[config.mk]
export PLATFORM = sky130hd
export DESIGN_NAME = berger_memory_scrubber
export DESIGN_NICKNAME = d
export VERILOG_FILES = /design/src/rtl/berger_pkg.sv /design/src/rtl/berger_zero_count.sv /design/src/rtl/berger_memory_scrubber.sv
export SDC_FILE = /design/constraint.sdc
export NUM_CORES = 1
export LEC_CHECK = 0
export BUFFER_PORTS_ARGS = -buffer_cell sky130_fd_sc_hd__buf_2
export CORE_MARGIN = 10
export CORE_UTILIZATION = 35
export DETAILED_ROUTE_END_ITERATION = 12
export PLACE_DENSITY_LB_ADDON = 0.3
export RECOVER_POWER = 100
export SLEW_MARGIN = 5
export SYNTH_ARGS = -nofsm -noshare
export SYNTH_HDL_FRONTEND = slang
export SYNTH_SLANG_ARGS = --single-unit
[constraint.sdc]
create_clock -name clk -period 6.45 [get_ports clk]
set_clock_uncertainty 0.2 [all_clocks]
set_input_delay 1.6125 -clock clk [delete_from_list [all_inputs] [get_ports clk]]
set_output_delay 1.6125 -clock clk [all_outputs]
set_load 0.02 [all_outputs]
[src/rtl/berger_pkg.sv]
// Shared constants and state encoding for the Berger-coded memory scrubber.
// Codeword layout: {data, check}, check = number of zero bits in data.
package berger_pkg;

    localparam int DEF_DATA_W = 8;
    localparam int DEF_CHK_W  = 4;
    localparam int DEF_ADDR_W = 4;
    localparam int DEF_CNT_W  = 5;

    localparam int DEF_CW_W     = DEF_DATA_W + DEF_CHK_W;
    localparam int DEF_DATA_MSB = DEF_CW_W - 1;
    localparam int DEF_DATA_LSB = DEF_CHK_W;
    localparam int DEF_CHK_MSB  = DEF_CHK_W - 1;
    localparam int DEF_CHK_LSB  = 0;

    typedef enum logic [1:0] {
        ST_IDLE  = 2'd0,
        ST_ISSUE = 2'd1,
        ST_CHECK = 2'd2,
        ST_DONE  = 2'd3
    } scrub_state_t;

endpackage

[src/rtl/berger_zero_count.sv]
// Combinational count of zero bits in a data word; the same function the
// write-side encoder uses to generate Berger check bits.
module berger_zero_count #(
    parameter int DATA_W = 8,
    parameter int CHK_W  = 4
) (
    input  logic [DATA_W-1:0] data,
    output logic [CHK_W-1:0]  zeros
);

    always_comb begin
        zeros = '0;
        for (int i = 0; i < DATA_W; i++) begin
            if (!data[i]) begin
                zeros = zeros + CHK_W'(1);
            end
        end
    end

endmodule

[src/rtl/berger_memory_scrubber.sv]
// Background scrubber: reads every codeword, recomputes the Berger check and
// reports mismatches. Yields the read port to host writes while issuing.
//
// state    | meaning
// ST_IDLE  | waiting for start; results of the last pass held
// ST_ISSUE | drive read of addr unless host is writing (stall)
// ST_CHECK | codeword for addr on mem_rd_data; compare and advance
// ST_DONE  | one-cycle done pulse, then back to idle
module berger_memory_scrubber
    import berger_pkg::*;
#(
    parameter int DATA_W = DEF_DATA_W,
    parameter int CHK_W  = DEF_CHK_W,
    parameter int ADDR_W = DEF_ADDR_W,
    parameter int CNT_W  = DEF_CNT_W
) (
    input  logic                    clk,
    input  logic                    rst,
    input  logic                    start,
    input  logic                    abort,
    input  logic                    host_wr_en,
    output logic                    mem_rd_en,
    output logic [ADDR_W-1:0]       mem_addr,
    input  logic [DATA_W+CHK_W-1:0] mem_rd_data,
    output logic                    busy,
    output logic                    done,
    output logic                    err_pulse,
    output logic [ADDR_W-1:0]       err_addr,
    output logic                    first_err_vld,
    output logic [ADDR_W-1:0]       first_err_addr,
    output logic [CNT_W-1:0]        err_count
);

    localparam int CW_W = DATA_W + CHK_W;

    scrub_state_t      state, state_nx;
    logic [ADDR_W-1:0] addr_q, addr_nx;
    logic              done_nx, err_pulse_nx, fev_nx;
    logic [ADDR_W-1:0] err_addr_nx, fea_nx;
    logic [CNT_W-1:0]  err_count_nx;
    logic [CHK_W-1:0]  zeros;
    logic              mismatch;
    logic              last_addr;

    berger_zero_count #(
        .DATA_W (DATA_W),
        .CHK_W  (CHK_W)
    ) u_zero_count (
        .data  (mem_rd_data[CW_W-1 -: DATA_W]),
        .zeros (zeros)
    );

    assign mismatch  = (zeros != mem_rd_data[CHK_W-1:0]);
    assign last_addr = (addr_q == {ADDR_W{1'b1}});
    assign mem_addr  = addr_q;

    always_comb begin
        state_nx     = state;
        addr_nx      = addr_q;
        done_nx      = 1'b0;
        err_pulse_nx = 1'b0;
        err_addr_nx  = err_addr;
        err_count_nx = err_count;
        fev_nx       = first_err_vld;
        fea_nx       = first_err_addr;
        mem_rd_en    = 1'b0;
        busy         = 1'b0;
        case (state)
            ST_IDLE: begin
                if (start && !abort) begin
                    state_nx     = ST_ISSUE;
                    addr_nx      = '0;
                    err_count_nx = '0;
                    fev_nx       = 1'b0;
                    fea_nx       = '0;
                end
            end
            ST_ISSUE: begin
                busy      = 1'b1;
                mem_rd_en = !host_wr_en;
                if (abort) begin
                    state_nx = ST_IDLE;
                end else if (!host_wr_en) begin
                    state_nx = ST_CHECK;
                end
            end
            ST_CHECK: begin
                busy = 1'b1;
                if (abort) begin
                    state_nx = ST_IDLE;
                end else begin
                    if (mismatch) begin
                        err_pulse_nx = 1'b1;
                        err_addr_nx  = addr_q;
                        if (err_count != {CNT_W{1'b1}}) begin
                            err_count_nx = err_count + CNT_W'(1);
                        end
                        if (!first_err_vld) begin
                            fev_nx = 1'b1;
                            fea_nx = addr_q;
                        end
                    end
                    if (last_addr) begin
                        state_nx = ST_DONE;
                        done_nx  = 1'b1;
                    end else begin
                        addr_nx  = addr_q + ADDR_W'(1);
                        state_nx = ST_ISSUE;
                    end
                end
            end
            ST_DONE: begin
                state_nx = ST_IDLE;
            end
            default: begin
                state_nx = ST_IDLE;
            end
        endcase
    end

    always_ff @(posedge clk) begin
        if (!rst) begin
            state          <= ST_IDLE;
            addr_q         <= '0;
            done           <= 1'b0;
            err_pulse      <= 1'b0;
            err_addr       <= '0;
            err_count      <= '0;
            first_err_vld  <= 1'b0;
            first_err_addr <= '0;
        end else begin
            state          <= state_nx;
            addr_q         <= addr_nx;
            done           <= done_nx;
            err_pulse      <= err_pulse_nx;
            err_addr       <= err_addr_nx;
            err_count      <= err_count_nx;
            first_err_vld  <= fev_nx;
            first_err_addr <= fea_nx;
        end
    end

endmodule

# Yosys cells after proc, flatten, opt, wreduce, memory -nomap -nowiden
# Cells that the tools add are included.
dict set report classes {
  add_sub_neg 9
  mul 0
  n_div 0
  n_lt_le_gt_ge 0
  n_eq_ne 13
  shifts 0
  muxes 35
  bitwise_logic 3
  n_reduce_logical 13
}
# operator n
set op_table {}
lappend op_table {{two-way mux 4 bit} 13}
lappend op_table {{adder 4 x 1 -> 4 bit (second input constant)} 7}
lappend op_table {{two-way mux 5 bit} 4}
lappend op_table {{one-hot mux 4 bit (2 select lines)} 2}
lappend op_table {{inequality test 2 bit (second input constant)} 6}
lappend op_table {{two-way mux 2 bit} 5}
lappend op_table {{one-hot mux 5 bit (2 select lines)} 1}
lappend op_table {{AND reduction 5 bit} 2}
lappend op_table {{two-way mux 1 bit} 8}
lappend op_table {{one-hot mux 2 bit (4 select lines)} 1}
lappend op_table {{AND reduction 4 bit} 2}
lappend op_table {{adder 5 x 1 -> 5 bit (second input constant)} 1}
lappend op_table {{inequality test 5 bit (second input constant)} 1}
lappend op_table {{equality test 2 bit (second input constant)} 2}
lappend op_table {{equality test 4 bit (second input constant)} 1}
lappend op_table {{inequality test 4 bit} 1}
lappend op_table {{inequality test 3 bit (second input constant)} 1}
lappend op_table {{NOT 1 bit} 3}
lappend op_table {{AND reduction 3 bit} 1}
lappend op_table {{OR reduction 3 bit} 1}
lappend op_table {{adder 1 x 1 -> 2 bit (second input constant)} 1}
lappend op_table {{equality test 2 x 1 -> 1 bit (second input constant)} 1}
lappend op_table {{zero test 1 bit} 2}
lappend op_table {{zero test 2 bit} 1}
lappend op_table {{5 further kinds} 5}
dict set report totals {
  reg_bits 22
  latchBits 0
  ramBits 0
  rom_bits 0
  inputBits 17
  out_inout_bits 22
  memories 0
}

# Logic depth before layout (Yosys ltp)
# Gate-level depths: netlist of run 1.
dict set report depth {
  ltp_word 19
  ltp_mapped 29
  mapped_depth_nobuf 28
}

# Hierarchy
# Synthesis of run 1 repeated with hierarchy kept, for this count alone.
dict set report hier_totals {
  hier_cells 190
  area_unflattened_um2 1660.3
}
# mod instances cells_per_inst area_per_inst_um2 seq_area_each_um2
set modules_own_cells {}
lappend modules_own_cells {berger_memory_scrubber 1 129 1152.4 440.4}
lappend modules_own_cells {berger_zero_count 1 61 508.0 0.0}

# Least setup slack after synthesis of run 1
# Ideal clock, no wire load.
dict set report synth_path {
  path_kind {input to register}
  from {input mem_rd_data[4]}
  to {register err_count[3]}
  t_arrival_ns 5.843
  required_time_ns 6.179
  setup_slack_ns 0.336
  path_stages 28
  path_cell_list {inv_1 > ha_1 > nand2b_1 > and2_1 > ha_1 > nor2b_1 > a31oi_1 > inv_1 > ha_1 > nor2_1 > a21oi_1 > ha_1 > nand2b_1 > a21boi_1 > inv_1 > ha_1 > nand2b_1 > nand2_1 > ha_1 > xnor2_1 > xnor2_1 > xnor2_1 > nor3_1 > a31o_1 > nand3_2 > o211ai_4 > or3_1 > a21oi_1}
}
dict set report synth_between {
  elab_chain_cells 18
}
# item line
set synth_rtl {}
lappend synth_rtl {{start, declared} berger_memory_scrubber.sv:24} ;# input logic [DATA_W+CHK_W-1:0] mem_rd_data,
lappend synth_rtl {{two-way mux 1 bit (*)} berger_zero_count.sv:14} ;# if (!data[i]) begin
lappend synth_rtl {{adder 1 x 1 -> 2 bit} berger_zero_count.sv:15} ;# zeros = zeros + CHK_W'(1);
lappend synth_rtl {{two-way mux 4 bit (*)} berger_zero_count.sv:14}
lappend synth_rtl {{adder 4 x 1 -> 4 bit} berger_zero_count.sv:15}
lappend synth_rtl {{two-way mux 4 bit (*)} berger_zero_count.sv:14}
lappend synth_rtl {{adder 4 x 1 -> 4 bit} berger_zero_count.sv:15}
lappend synth_rtl {{two-way mux 4 bit (*)} berger_zero_count.sv:14}
lappend synth_rtl {{adder 4 x 1 -> 4 bit} berger_zero_count.sv:15}
lappend synth_rtl {{[... 2 more ...]} --}
lappend synth_rtl {{two-way mux 4 bit (*)} berger_zero_count.sv:14}
lappend synth_rtl {{adder 4 x 1 -> 4 bit} berger_zero_count.sv:15}
lappend synth_rtl {{two-way mux 4 bit (*)} berger_zero_count.sv:14}
lappend synth_rtl {{adder 4 x 1 -> 4 bit} berger_zero_count.sv:15}
lappend synth_rtl {{two-way mux 4 bit (*)} berger_zero_count.sv:14}
lappend synth_rtl {{inequality test 4 bit (*)} berger_memory_scrubber.sv:53} ;# assign mismatch = (zeros != mem_rd_data[CHK_W-1:0]);
lappend synth_rtl {{inequality test 2 bit (no line) (*)} --}
lappend synth_rtl {{AND reduction 5 bit (no line) (*)} --}
lappend synth_rtl {{end signal, assigned} berger_memory_scrubber.sv:137} ;# err_count <= err_count_nx;
lappend synth_rtl {{end, declared} berger_memory_scrubber.sv:31} ;# output logic [CNT_W-1:0] err_count
# Mark *: on every way between the ends. The rest lies on a longest branch, timed or not.
# A chain may end at the register's enable or synchronous reset.

# Worst setup path in the final report of run 1
dict set report layout_path {
  from {input mem_rd_data[4]}
  to {register err_count[4]}
}
# The elaborated chain is that of the path after synthesis.

==> impl_metrics.tcl, run 1 <==
set metrics [dict create \
    status "complete, no violations" \
    die-area_mm2 0.00801 \
    synth.net_count 229 \
    critical_path_at_ps 6000 \
    grt_max_degree 25 \
    synth.yosys.seq_area_share 0.261 \
    gr-total-overflow 0 \
    tritoncts.num_buffers 3 \
    path_class "primary input to flop" \
    place_worst_setup_slack_ps -134 \
    hpwl_after_detailed_placement_um 2870 \
    antenna_found_initial 0 \
    fin_cells 293 \
    postLayoutSetupSlackWorst_ps 388 \
    synthesis.area_per_instance_um2 8.49 \
    number_of_setup_violations_in_the_final_report 0 \
    startpoint "mem_rd_data[4]" \
    tritoncts_clock_tree "yes" \
    ys_top_cells_by_count "22 x dfxtp_1, 21 x nand2_1, 13 x ha_1, 12 x inv_1, 12 x nand3_1" \
    post_cts_hold_buffer_count 0 \
    finish.instance_area_mm2 0.00205 \
    clock_latency_ps 270 \
    worst_path_most_repeated_cell "ha_1" \
    timing.critical_path.fanout_max 7 \
    initial_standard_cell_utilization_of_the_core 0.360 \
    period_needed_ps 6060 \
    yosysWarningCount 0 \
    remaining_drc_errors 0 \
    worstMarginPinSlew_ps 937 \
    vias 1464 \
    fin_tns_setup_ps 0 \
    clock_sink_count 22 \
    holdCritStartpoint "err_addr[2]$_SDFFE_PN0P_" \
    critical_path.max_stage_delay_ps 300 \
    static-leakage-power_nw 0.867 \
    mappedNetlistArea_mm2 0.00169 \
    synth_top_area_cell "dfxtp_1" \
    via_count_of_the_first_global_routing_pass 1419 \
    worst_path_max_delay_cell "ha_1" \
    worst_setup_path_end_kind "flop" \
    synth_enable_flop_cells 0 \
    worst-endpoint-required_ps 6380 \
    hold-path-cell-count 2 \
    async_flop_share 0 \
    r2r_start "state[0]$_SDFFE_PN0P_" \
    die_width_um 89.5 \
    min_period_over_period 0.940 \
    io_pins 39 \
    detailed_place.area_mm2 0.00194 \
    setup.worst_path.start_class "primary input" \
    placeableCoreArea_mm2 0.00469 \
    net_count_final 270 \
    first_pass_grt_wire_length_um 6110 \
    areaGrowthSynthToFinish_pct 21.3 \
    dp.cells 287 \
    post-route-util 0.437 \
    timing.reg2reg.worst_path_depth 8 \
    setup.reg_to_reg.worst_slack_ps 4050 \
    fmaxAchievable_ghz 0.165 \
    post_drt_wl_per_cell_um 12.4 \
    cellPowerDensity_mw_per_mm2 216 \
    die-height_um 89.5 \
    total_power_mw 0.442 \
    post_route_cells_drive_above_1_share 0.205 \
    detailedRoute.firstIterationViolations 101 \
    reg2reg_to "mem_addr[3]$_SDFFE_PN0P_" \
    synth_most_common_cell "dfxtp_1" \
    row_cnt 25 \
    min-delay-path-class "flop to flop" \
    antenna_cells_inserted 0 \
    report.final.slew_viol_count 0 \
    final-hold-violation-count 0 \
    route.detailed.vias_per_inst 5.00 \
    routed_wirelength_um 3650 \
    maxcap_violations 0 \
    final.hold.worst_slack_ps 249 \
    power.ir.vdd_worst_v 0.0000861 \
    top_post_synthesis_cells_by_area "dfxtp_1 26%, ha_1 9.6%, xnor2_1 5.2%, mux2i_1 4.7%, nand2_1 4.7%" \
    clock_tree.buffer_depth 2 \
    post-synth-top-area-fraction 0.261 \
    synth.lib_cells_used.distinct 46 \
    track_usage 0.0931 \
    ys_seq_elements 22 \
    num-fill-cells 495 \
    detail-route-antenna-nets 0 \
    gp_routability_congestion 0.783 \
    max_slew_margin 0.375 \
    setup_repair_after_global_routing_missed_its_margin "false" \
    clk_transition_reported_paths_ps 80 \
    synthCells 199 \
    drt_pass1_iterations 4 \
    hold_end "err_addr[2]$_SDFFE_PN0P_" \
    htree_levels 1 \
    most_used_dff_post_synth "dfxtp_1" \
    clock-root-buffer "clkbuf_8" \
    number_of_buffers_added_on_ports 38 \
]
## how the worst max path moves through the flow
stage,slack (ps),cells after the start,endpoint
after detailed placement,-130,29,err_count[4]$_SDFFE_PN0P_
after floorplan,340,28,err_count[3]$_SDFFE_PN0P_
final,390,29,err_count[4]$_SDFFE_PN0P_
after global placement,-80,29,err_count[4]$_SDFFE_PN0P_
after CTS,140,29,err_count[4]$_SDFFE_PN0P_
after global routing,4,29,err_count[4]$_SDFFE_PN0P_
## critical path, delay by kind of cell
kind / cells / cell delay, ps
fa+ha+maj: 6 / 1460
simple gates: 10 / 1080
compound gates: 5 / 980
xor+xnor: 3 / 400
buf+inv: 4 / 240
mux: 1 / 210
## placed cells by master, fill, tap and decap left out, types with 5 or more instances in the layout
cell      instances
a21oi_1           7
xor2_1            5
nand2_1          21
mux2i_1           8
o21ai_1           6
xnor2_1           8
buf_4             6
nor2b_1           6
xnor2_2           5
inv_1            10
o21ai_0           6
dfxtp_1          22
clkbuf_1         23
buf_2            15
nand2b_1          7
nand3_1          12
ha_1             10
nor2_1           11
## layout make-up
cell class                 count  area, µm²  area share
clock buffer                   4       55.1      0.0268
inverter                      12       45.0      0.0220
multi-input combinational    157       1240       0.603
sequential                    22        440       0.215
tap                           54       67.6      0.0329
timing repair buffer          44        206       0.101
## report_power, final
part | total, mW | internal (mW) | switching [mW]
registers | 0.141 | 0.138 | 0.00267
clock network | 0.101 | 0.0545 | 0.0460
logic | 0.201 | 0.0975 | 0.103
total | 0.442 | 0.290 | 0.152
## logic make-up (layout without fill, tap and decap cells)
group                      after synthesis  after routing  synth area share
DFF                                     22             22             0.261
AOI/OAI and AO/OA                       38             38             0.154
buffers and inverters                   20             60            0.0511
adders and majority gates               13             13            0.0962
muxes                                    8              8            0.0474
and+or+nand+nor                         77             77             0.239
xor gates and xnor gates                21             21             0.152
## per-layer routing
| layer | vias up | share of wire | track usage | routed length, µm |
|---|---|---|---|---|
| met5 | - | 0 | 0 | 0 |
| met1 | 667 | 0.47 | 0.112 | 1720 |
| met4 | 0 | 0.015 | 0.0390 | 55 |
| li1 | 764 | - | - | - |
| met3 | 5 | 0.074 | 0.0246 | 269 |
| met2 | 28 | 0.44 | 0.152 | 1600 |
## sequential cells by signal, summed over array words and instances (netlist names)
register and flops:
done 1, err_count 5, err_pulse 1, state 2
first_err_vld 1, err_addr 4, first_err_addr 4, mem_addr 4
## what timing repair did
action,in CTS,in global routing
hold endpoints to repair,0,0
gates resized for setup,0,16
endpoints found under the setup margin,0,15
buffers inserted,0,2
Note: power is estimated with default switching activity, not from simulation.
==> run 2: changes to the inputs <==
SYNTH_HIERARCHICAL = 1   (was default)
==> impl_metrics.tcl, run 2 <==
set metrics [dict create \
    row_cnt 24 \
    mappedNetlistArea_mm2 0.00166 \
    setup.reg_to_reg.worst_slack_ps 3840 \
    clock-root-buffer "clkbuf_8" \
    tritoncts.num_buffers 3 \
    total_switching_power_mw 0.129 \
    total_power_mw 0.391 \
    path_class "primary input to flop" \
    gr-total-overflow 0 \
    power.ir.vdd_worst_v 0.0000862 \
    placeableCoreArea_mm2 0.00447 \
    holdCritStartpoint "err_addr[3]$_SDFFE_PN0P_" \
    timing.critical_path.fanout_max 4 \
    synthCells 190 \
    ys_seq_elements 22 \
    synth_most_common_cell "dfxtp_1" \
    async_flop_share 0 \
    die-height_um 88.9 \
    synth.yosys.seq_area_share 0.265 \
    maxcap_violations 0 \
    io_pins 39 \
    top_register "err_count" \
    clock_tree.buffer_depth 2 \
    synth_top_area_cell "dfxtp_1" \
    critical_path.max_stage_delay_ps 520 \
    number_of_buffers_added_on_ports 38 \
    final_common_cell "clkbuf_1" \
    gp_routability_congestion 0.789 \
    track_usage 0.0955 \
    yosysWarningCount 6 \
    ys_top_cells_by_count "22 x dfxtp_1, 15 x nand2_1, 15 x nand3_1, 14 x ha_1, 14 x xnor2_1" \
    worst-endpoint-required_ps 6440 \
    static-leakage-power_nw 0.745 \
    fmaxAchievable_ghz 0.165 \
    timing.reg2reg.worst_path_depth 6 \
    setup_repair_after_global_routing_missed_its_margin "false" \
    antenna_found_initial 0 \
    vias 1490 \
    most_used_dff_post_synth "dfxtp_1" \
    internal_power_mw 0.261 \
    setup.worst_path.start_class "primary input" \
    hpwl_after_detailed_placement_um 3060 \
    r2r_start "state[0]$_SDFFE_PN0P_" \
    die-area_mm2 0.00790 \
    status "complete, no violations" \
    antenna_cells_inserted 0 \
    synthesis.area_per_instance_um2 8.74 \
    final.hold.worst_slack_ps 268 \
    synth_enable_flop_cells 0 \
    worst_path_most_repeated_cell "ha_1" \
    period_needed_ps 6060 \
    tritoncts_clock_tree "yes" \
    worst_setup_path_end_kind "flop" \
    most-common-layout-cells "23 x clkbuf_1, 22 x dfxtp_1, 15 x nand3_1, 15 x nand2_1, 15 x buf_2" \
    place_worst_setup_slack_ps 51.6 \
    hold-path-cell-count 2 \
    largest_reg_flops 5 \
    postLayoutSetupSlackWorst_ps 389 \
    final-hold-violation-count 0 \
    reg2reg_to "err_count[3]$_SDFFE_PN0P_" \
    top_post_synthesis_cells_by_area "dfxtp_1 27%, ha_1 11%, xnor2_1 7.4%, nand3_1 4.5%, buf_6 3.4%" \
    clock_power_share 0.249 \
    number_of_setup_violations_in_the_final_report 0 \
    htree_levels 1 \
    synth.lib_cells_used.distinct 46 \
    post_drt_wl_per_cell_um 13.5 \
    worstMarginPinSlew_ps 930 \
    hold_end "err_addr[3]$_SDFFE_PN0P_" \
    max_slew_margin 0.380 \
    cellPowerDensity_mw_per_mm2 205 \
    routed_wirelength_um 3760 \
    post_cts_hold_buffer_count 0 \
    route.detailed.vias_per_inst 5.34 \
    min_period_over_period 0.940 \
    via_count_of_the_first_global_routing_pass 1391 \
    net_count_final 259 \
    critical_path_at_ps 6050 \
    fin_tns_setup_ps 0 \
    post-synth-top-area-fraction 0.265 \
    detail-route-antenna-nets 0 \
    areaGrowthSynthToFinish_pct 14.7 \
    proportion_of_power_drawn_by_combinational_gates 0.394 \
    seq_power_share 0.357 \
    worst_path_max_delay_cell "or4_1" \
    min-delay-path-class "flop to flop" \
    post_route_cells_drive_above_1_share 0.145 \
    detailedRoute.firstIterationViolations 80 \
    clock_latency_ps 260 \
    initial_standard_cell_utilization_of_the_core 0.371 \
    p_sw_frac 0.331 \
    clock_sink_count 22 \
    grt_max_degree 24 \
    drt_pass1_iterations 5 \
    first_pass_grt_wire_length_um 6130 \
    clk_transition_reported_paths_ps 80 \
    synth.net_count 221 \
    report.final.slew_viol_count 0 \
    remaining_drc_errors 0 \
    die_width_um 88.9 \
]
-- run 2: changes by cell type after synthesis, moves of 4 or more --
cell / change
a22o_1: +5
o21ai_0: +4
a21oi_1: -5
xnor2_1: +4
xor2_1: -4
mux2i_1: -5
nand2_1: -6
buf_6: +4
o21ai_1: -7
-- run 2: cell type report --
| class | count | area (µm²) |
|---|---|---|
| fill | 465 | 2570 |
| multi-input combinational | 147 | 1110 |
| clock buffer | 4 | 55.1 |
| inverter | 13 | 48.8 |
| timing repair buffer | 41 | 184 |
| tap | 52 | 65.1 |
| sequential | 22 | 440 |
-- run 2: metal layers --
| layer | global-route usage | part of all wire |
|---|---|---|
| met4 | 0.0514 | 0.024 |
| met1 | 0.113 | 0.44 |
| met3 | 0.0239 | 0.080 |
| met5 | 0 | 0 |
| met2 | 0.155 | 0.45 |
-- run 2: timing repair --
| item | 4_1_cts | 5_1_grt |
|---|---|---|
| resized for setup | 0 | 2 |
| setup endpoints to repair | 0 | 6 |
| setup buffers | 0 | 1 |
-- run 2: worst max path at each step --
stage / to / start / slack, ps
after floorplan: err_count[3]$_SDFFE_PN0P_ / mem_rd_data[4] / 430
after global placement: err_count[3]$_SDFFE_PN0P_ / mem_rd_data[4] / 210
after detailed placement: err_count[3]$_SDFFE_PN0P_ / mem_rd_data[4] / 50
after CTS: err_count[3]$_SDFFE_PN0P_ / mem_rd_data[4] / 310
after global routing: err_count[1]$_SDFFE_PN0P_ / mem_rd_data[5] / 20
final: err_count[3]$_SDFFE_PN0P_ / mem_rd_data[4] / 390
-- run 2: worst max-delay path, delay by kind of cell --
family          cells  cell delay [ps]
fa+ha+maj           6             1560
simple gates        8             1230
compound gates      4              660
mux                 2              540
buf+inv             4              270
xor+xnor            1              160
-- run 2: metrics by stage --
stage	std cells	area, µm²	utilization
after floorplan	190	1660	-
after global placement	274	1860	0.416
after detailed placement	274	1860	0.416
after CTS	278	1920	0.428
after global routing	279	1900	0.426
final	279	1900	0.426
-- run 2: kinds of logic after synthesis --
kind of cell             after synthesis  share of synthesized area
flip-flops                            22                      0.265
AO/OA/AOI/OAI                         38                      0.164
buffers and inverters                 21                     0.0708
multiplexers                           4                     0.0249
AND/OR/NAND/NOR                       71                      0.229
XOR/XNOR                              20                      0.140
adder cells (fa/ha/maj)               14                      0.106
-- run 2: power by group through the flow --
stage / logic [mW] / clock network (mW) / registers (mW)
floorplan: 0.128 / 0 / 0.143
global placement: 0.150 / 0 / 0.143
detailed placement: 0.154 / 0 / 0.143
CTS: 0.154 / 0.100 / 0.139
global route: 0.175 / 0.107 / 0.140
finish: 0.154 / 0.0975 / 0.139
==> run 3: changes to the inputs <==
CTS_BUF_LIST = sky130_fd_sc_hd__clkbuf_8 sky130_fd_sc_hd__clkbuf_16   (was default)
MAX_ROUTING_LAYER = met4   (was default)
==> impl_metrics.tcl, run 3 (same netlist as run 2, synthesis figures left out) <==
set metrics [dict create \
    htree_levels 1 \
    detail-route-antenna-nets 0 \
    hpwl_after_detailed_placement_um 3060 \
    status "complete, no violations" \
    die_width_um 88.9 \
    setup_repair_after_global_routing_missed_its_margin "false" \
    net_count_final 259 \
    tritoncts.num_buffers 3 \
    row_cnt 24 \
    placeableCoreArea_mm2 0.00447 \
    period_needed_ps 6060 \
    largest_reg_flops 5 \
    dp.cells 274 \
    remaining_drc_errors 0 \
    power.ir.vdd_worst_v 0.0000865 \
    fin_tns_setup_ps 0 \
    antenna_found_initial 0 \
    clock-root-buffer "clkbuf_8" \
    tritoncts_clock_tree "yes" \
    worst_setup_path_end_kind "flop" \
    most-common-layout-cells "23 x clkbuf_1, 22 x dfxtp_1, 15 x nand3_1, 15 x nand2_1, 15 x buf_2" \
    fin_cells 279 \
    io_pins 39 \
    clock_sink_count 22 \
    detailedRoute.firstIterationViolations 86 \
    areaGrowthSynthToFinish_pct 14.7 \
    top_register "err_count" \
    critical_path.max_stage_delay_ps 520 \
    clk_transition_reported_paths_ps 80 \
    via_count_of_the_first_global_routing_pass 1384 \
    worstMarginPinSlew_ps 907 \
    crit_family "adder cells" \
    post_route_cells_drive_above_1_share 0.145 \
    number_of_setup_violations_in_the_final_report 0 \
    fmaxAchievable_ghz 0.165 \
    multi_input_comb_area_mm2 0.00111 \
    path_class "primary input to flop" \
    static-leakage-power_nw 0.745 \
    worst-endpoint-required_ps 6440 \
    area.sequential_um2 440 \
    number_of_buffers_added_on_ports 38 \
    first_pass_grt_wire_length_um 6150 \
    timing.critical_path.fanout_max 4 \
    drt_pass1_iterations 5 \
    gr-total-overflow 0 \
    post-route-util 0.426 \
    final_common_cell "clkbuf_1" \
    min-delay-path-class "flop to flop" \
    min_period_over_period 0.939 \
    max_slew_margin 0.396 \
    critical_path_at_ps 6040 \
    post_drt_wl_per_cell_um 13.4 \
    vias 1482 \
    initial_standard_cell_utilization_of_the_core 0.371 \
    die-height_um 88.9 \
    report.final.slew_viol_count 0 \
    gp_routability_congestion 0.800 \
    postLayoutSetupSlackWorst_ps 395 \
    cellPowerDensity_mw_per_mm2 205 \
    timing.critical_path.buf_inv 4 \
    antenna_cells_inserted 0 \
    clock_latency_ps 260 \
    route.detailed.vias_per_inst 5.31 \
    grt_max_degree 24 \
    setup.worst_path.start_class "primary input" \
    clock_tree.buffer_depth 2 \
    num-fill-cells 465 \
    worst_path_max_delay_cell "or4_1" \
    track_usage 0.0990 \
    final-hold-violation-count 0 \
    worst_path_most_repeated_cell "ha_1" \
    place_worst_setup_slack_ps 51.6 \
    die-area_mm2 0.00790 \
    routed_wirelength_um 3740 \
    maxcap_violations 0 \
]
[run 3: cell counts in the layout (fill, tap and decap cells not counted)]
No cell type changed its count.
[run 3: metrics by stage]
stage	hold slack [ps]	instance area [µm²]	total power, mW
2_1_floorplan	295	1660	0.271
3_3_place_gp	246	1860	0.293
3_5_place_dp	260	1860	0.296
4_1_cts	268	1920	0.394
5_1_grt	300	1900	0.421
6_report	268	1900	0.391
[run 3: worst paths after layout]
kind,from,endpoint,slack (ps),cells after the start
hold reg to reg,err_addr[3]$_SDFFE_PN0P_,err_addr[3]$_SDFFE_PN0P_,270,2
hold / removal,err_addr[3]$_SDFFE_PN0P_,err_addr[3]$_SDFFE_PN0P_,270,2
setup reg to reg,state[0]$_SDFFE_PN0P_,err_count[3]$_SDFFE_PN0P_,3830,6
setup / recovery,mem_rd_data[4],err_count[3]$_SDFFE_PN0P_,390,25
[run 3: power by group]
| part | switching (mW) | internal (mW) | total [mW] |
|---|---|---|---|
| combinational | 0.0839 | 0.0696 | 0.154 |
| clock | 0.0433 | 0.0543 | 0.0976 |
| sequential | 0.00194 | 0.137 | 0.139 |
[run 3: what timing repair did]
action | in CTS | in global routing
hold buffers | 0 | 0
setup buffers | 0 | 1
gates resized for setup | 0 | 2
setup endpoints to repair | 0 | 6
[run 3: layout make-up]
class                   instances  area share
inverters                      13      0.0256
clock buffers                   4      0.0289
well taps                      52      0.0342
flip-flops and latches         22       0.231
multi-input cells             147       0.583
repair buffers                 41      0.0966
[run 3: worst reg2reg max path: stages (launching register included)]
cell and delay (ps):
dfxtp_1 330, inv_1 100, ha_1 500, mux2i_1 280
a211o_1 440, or4_1 530, a31oi_1 170
[run 3: per-layer routing]
metal / up-vias / part of all wire / GRT usage
li1: 757 / - / -
met4: 0 / 0.024 / 0.0514
met3: 6 / 0.083 / 0.0221
met1: 678 / 0.44 / 0.117
met2: 41 / 0.45 / 0.154
met5: - / 0 / -
